## config.mk

```make
export PLATFORM = sky130hd
export DESIGN_NAME = instr_fetch
export DESIGN_NICKNAME = d
export VERILOG_FILES = /design/src/rtl/instr_fetch.sv
export SDC_FILE = /design/constraint.sdc
export NUM_CORES = 1
export LEC_CHECK = 0
export CAP_MARGIN = 20
export CORE_MARGIN = 2
export CORE_UTILIZATION = 49
export DETAILED_ROUTE_END_ITERATION = 16
export PLACE_DENSITY_LB_ADDON = 0.05
export SLEW_MARGIN = 20
export SYNTH_ARGS = -nofsm -noshare
export SYNTH_HDL_FRONTEND = slang
export SYNTH_SLANG_ARGS = --single-unit
```

## constraint.sdc

```tcl
create_clock -name clk -period 2.75 [get_ports clk]
set_input_delay 0.275 -clock clk [delete_from_list [all_inputs] [get_ports clk]]
set_output_delay 0.275 -clock clk [all_outputs]
set_load 0.005 [all_outputs]
```

## src/rtl/instr_fetch.sv

```systemverilog
// Instruction fetch unit: drives a synchronous instruction memory, sequences the PC,
// absorbs decode stalls with a one-entry skid buffer and squashes fetches on redirect.
module instr_fetch #(
    parameter int              XLEN      = 32,
    parameter logic [XLEN-1:0] RESET_PC  = 32'h0000_0000,
    parameter logic [XLEN-1:0] NOP_INSTR = 32'h0000_0013
) (
    input  logic            clk,
    input  logic            n_reset,
    input  logic            stall,
    input  logic            redirect,
    input  logic [XLEN-1:0] redirect_pc,
    output logic [XLEN-1:0] Iaddress,
    input  logic [XLEN-1:0] Idata,
    output logic [XLEN-1:0] instr_out,
    output logic [XLEN-1:0] pc_out,
    output logic            valid_out
);

    typedef enum logic {
        FETCH = 1'b0,
        STALL = 1'b1
    } state_e;

    state_e            state_q, state_d;
    logic [XLEN-1:0]   fetch_pc_q, fetch_pc_d;
    logic [XLEN-1:0]   req_pc_q, req_pc_d;
    logic              req_valid_q, req_valid_d;
    logic [XLEN-1:0]   hold_instr_q, hold_instr_d;
    logic [XLEN-1:0]   hold_pc_q, hold_pc_d;
    logic              hold_valid_q, hold_valid_d;

    logic [XLEN-1:0]   target_pc;
    logic [XLEN-1:0]   seq_pc;
    logic              sel_valid;
    logic [XLEN-1:0]   sel_instr;
    logic [XLEN-1:0]   sel_pc;
    logic              unused_redirect_lsbs;

    // Redirect targets are always word aligned; the low bits are dropped.
    assign target_pc            = {redirect_pc[XLEN-1:2], 2'b00};
    assign seq_pc               = fetch_pc_q + XLEN'(4);
    assign unused_redirect_lsbs = ^redirect_pc[1:0];
    assign Iaddress             = fetch_pc_q;

    always_ff @(posedge clk) begin
        if (!n_reset) begin
            state_q <= FETCH;
        end else begin
            state_q <= state_d;
        end
    end

    always_comb begin
        state_d = state_q;
        if (redirect) begin
            state_d = FETCH;
        end else begin
            case (state_q)
                FETCH:   if (stall)  state_d = STALL;
                STALL:   if (!stall) state_d = FETCH;
                default:             state_d = FETCH;
            endcase
        end
    end

    always_comb begin
        fetch_pc_d   = fetch_pc_q;
        req_pc_d     = req_pc_q;
        req_valid_d  = req_valid_q;
        hold_instr_d = hold_instr_q;
        hold_pc_d    = hold_pc_q;
        hold_valid_d = hold_valid_q;
        if (redirect) begin
            // Squash the read in flight and any parked entry.
            fetch_pc_d   = target_pc;
            req_valid_d  = 1'b0;
            hold_valid_d = 1'b0;
        end else if (state_q == FETCH) begin
            if (stall) begin
                // Park the presented entry; the memory re-reads fetch_pc meanwhile.
                hold_instr_d = Idata;
                hold_pc_d    = req_pc_q;
                hold_valid_d = req_valid_q;
                req_pc_d     = fetch_pc_q;
                req_valid_d  = 1'b1;
            end else begin
                fetch_pc_d  = seq_pc;
                req_pc_d    = fetch_pc_q;
                req_valid_d = 1'b1;
            end
        end else if (!stall) begin
            fetch_pc_d  = seq_pc;
            req_pc_d    = fetch_pc_q;
            req_valid_d = 1'b1;
        end
    end

    always_ff @(posedge clk) begin
        if (!n_reset) begin
            fetch_pc_q   <= RESET_PC;
            req_pc_q     <= RESET_PC;
            req_valid_q  <= 1'b0;
            hold_instr_q <= NOP_INSTR;
            hold_pc_q    <= RESET_PC;
            hold_valid_q <= 1'b0;
        end else begin
            fetch_pc_q   <= fetch_pc_d;
            req_pc_q     <= req_pc_d;
            req_valid_q  <= req_valid_d;
            hold_instr_q <= hold_instr_d;
            hold_pc_q    <= hold_pc_d;
            hold_valid_q <= hold_valid_d;
        end
    end

    always_comb begin
        sel_valid = req_valid_q;
        sel_instr = Idata;
        sel_pc    = req_pc_q;
        if (state_q == STALL) begin
            sel_valid = hold_valid_q;
            sel_instr = hold_instr_q;
            sel_pc    = hold_pc_q;
        end
        valid_out = sel_valid;
        instr_out = sel_valid ? sel_instr : NOP_INSTR;
        pc_out    = sel_pc;
    end

endmodule

```

==> metrics.md <==
| Metric | Value |
|---|---|
| CTS clk-pin slew, worst paths | `60 ps` |
| First-pass GRT wire length | `27,100 µm` |
| Core area | `12,100 µm²` |
| Maximum root-to-sink buffer count | `2` |
| Die area | `13,400 µm²` |
| Postcts setup bufs | `0` |
| WL final | `16,700 µm` |
| # rows | `40` |
| Max cap viols | `0` |
| Worst setup EP type | `flop` |
| Post-route insts no fill | `1,069` |
| Die X-Extent | `116 µm` |
| Post-synthesis cell area | `6130 µm²` |
| Design Area, Final | `8500 µm²` |
| Die H | `116 µm` |
| Critical path arrival | `2810 ps` |
| H-tree depth | `4` |
| Layout Nets | `957` |
| Area Overhead vs Synth | `38.8%` |
| Leakage | `3.09 nW` |
| Setup TNS | `0 ps` |
| Worst Tran Pin Value | `705 ps` |
| Antenna violations before repair | `0` |
| Gr usage total | `25.4%` |
| Final Max Tran Viols | `0` |
| Critical Path Fanout Max | `14` |
| Filler Cell Count | `1,006` |
| Synth Instances | `751` |
| Mean Syn Cell Area | `8.16 µm²` |
| Routed Antenna Nets | `0` |
| Pre-antenna DRT Iters | `5` |
| Cts bufs inserted | `17` |
| Synth cell types | `52` |
| Crit path kind | `flop to flop` |
| HP Class | `primary input to flop` |
| Cell Area, Placed | `7850 µm²` |
| Maximum clock frequency | `404 MHz` |
| Final period util | `90.1%` |
| Largest net degree at the start of global routing | `88` |
| Hold_ws | `311 ps` |
| Hold buffers post-CTS | `0` |
| Post-synth EDFFs | `0` |
| Worst Path Required | `3090 ps` |
| IO Port Bufs | `158` |
| Clock Skews | `5.56 ps` |
| Iter 0 DRT Violations | `547` |
| Hpwl dp | `11,200 µm` |
| Most common cell after layout, fill and taps aside | `nand2_1` |
| Synth warn | `0` |
| Critical Path Source Type | `flop` |
| Total number of vias | `5,754` |
| CTS tree | `done` |
| Sequential fraction of the synthesis area | `40.8%` |
| Most frequent cells in the layout | `nand2_1 (212), clkdlybuf4s50_1 (157), dfxtp_1 (124)` |
| DR vias/cell | `5.38` |
| Sink Count | `125` |
| Asr flop ratio synth | `0%` |
| GPL Wtd Cong | `0.881` |
| Worst-Skew Late Latency | `420 ps` |
| # setup viols final | `0` |
| PD cells | `585 nW/µm²` |
| Antenna Cells | `0` |
| RSZ-0062 raised after global routing | `no` |
| Vias in the first global route | `5,512` |
| Clock Tree Root | `clkbuf_16` |
| Power Total | `4.98 mW` |
| Min cycle time layout | `2480 ps` |
| VDD IR-drop max | `0.266 mV` |
| Ys flop type | `dfxtp_1` |
| Placed cells | `1,036` |
| Starting Density | `50.6%` |
| # DRC | `0` |
| Total congestion overflow | `0` |
| Outcome | `complete, no violations` |
| DR WL/cell | `15.6 µm` |
| Hold Vio Cnt, Final | `0` |
| Number of primary I/O pins | `165` |
| Layout cell share with drive strength beyond 1 | `10.1%` |
| Seq cells post-synth | `125` |
| Max-slew headroom | `53.0%` |
| Gates resized, CTS repair | `0` |
registers in the layout (all words and copies together) (netlist names):
name          flops
state_q           1
Iaddress         30
hold_valid_q      1
req_pc_q         30
hold_instr_q     32
hold_pc_q        30
req_valid_q       1
per-stage QoR:
step | worst slack, ps | utilization (%)
after floorplan | 803 | -
after global placement | 414 | 64.8
after detailed placement | 361 | 64.8
after CTS | 109 | 70.0
after global routing | 151 | 70.2
final | 273 | 70.2
synth_stat cells (all sizes together) (4+ instances only):
cell type	number	area, µm²
nand2	212	796
dfxtp	125	2500
a21boi	89	668
clkbuf	50	188
nor2	37	139
mux2	31	349
mux2i	31	310
o21ai	24	120
nand3	13	65.1
buf	11	66.3
a31oi	10	62.6
nand2b	10	62.6
nor3	9	45.0
o211a	8	80.1
inv	7	26.3
nand4	7	50.1
nor4	7	43.8
or3	7	43.8
or4	7	56.3
o211ai	6	45.0
xnor2	6	52.6
xor2	5	43.8
a21oi	4	20.0
nor3b	4	30.0
path summary, 6_finish.rpt:
check                 from       endpoint  slack [ps]  depth (start not counted)
min                n_reset    Iaddress[9]         310                          2
min reg2reg  hold_pc_q[21]  hold_pc_q[21]         460                          2
max            Iaddress[2]   Iaddress[22]         270                          5
max reg2reg    Iaddress[2]   Iaddress[22]         270                          5
final cells by class:
cell class	count	area [µm²]	area share, %
multi-input cells	561	3370	39.7
clock inverters	11	164	1.93
repair buffers	176	1750	20.6
inverters	7	26.3	0.309
clock buffers	21	470	5.53
well taps	168	210	2.47
flip-flops and latches	125	2510	29.5
critical path, cell delays in order (launching register included):
cell	delay [ps]
dfxtp_1	460
ha_1	310
and3b_1	240
or4b_1	700
or4_1	490
a31oi_1	190
cell families (layout without fill, tap and decap cells):
family                     count (synthesis)  count (layout)  share of synthesized area [%]
AOI/OAI and AO/OA                        156             156                           18.4
xor gates and xnor gates                  11              11                           1.57
adders and majority gates                  1               1                          0.204
buffers and inverters                     68             215                           4.57
DFF                                      125             125                           40.8
muxes                                     62              62                           10.8
other                                      1               4                         0.0612
and+or+nand+nor                          327             327                           23.6
power breakdown:
group          leakage [nW]  internal, mW  total, mW  switching [mW]
registers              1.02          1.89       1.98          0.0928
logic                  1.75         0.337      0.596           0.259
clock network         0.309          1.58       2.40           0.814
metal layers:
metal  vias up  track usage (%)  routed length [µm]
met5         -                0                   0
li1       2844                -                   -
met2       184             41.1                7820
met3        21             6.43                 970
met4         0             6.90                 198
met1      2705             33.9                7720
Note: power is estimated with default switching activity, not from simulation.
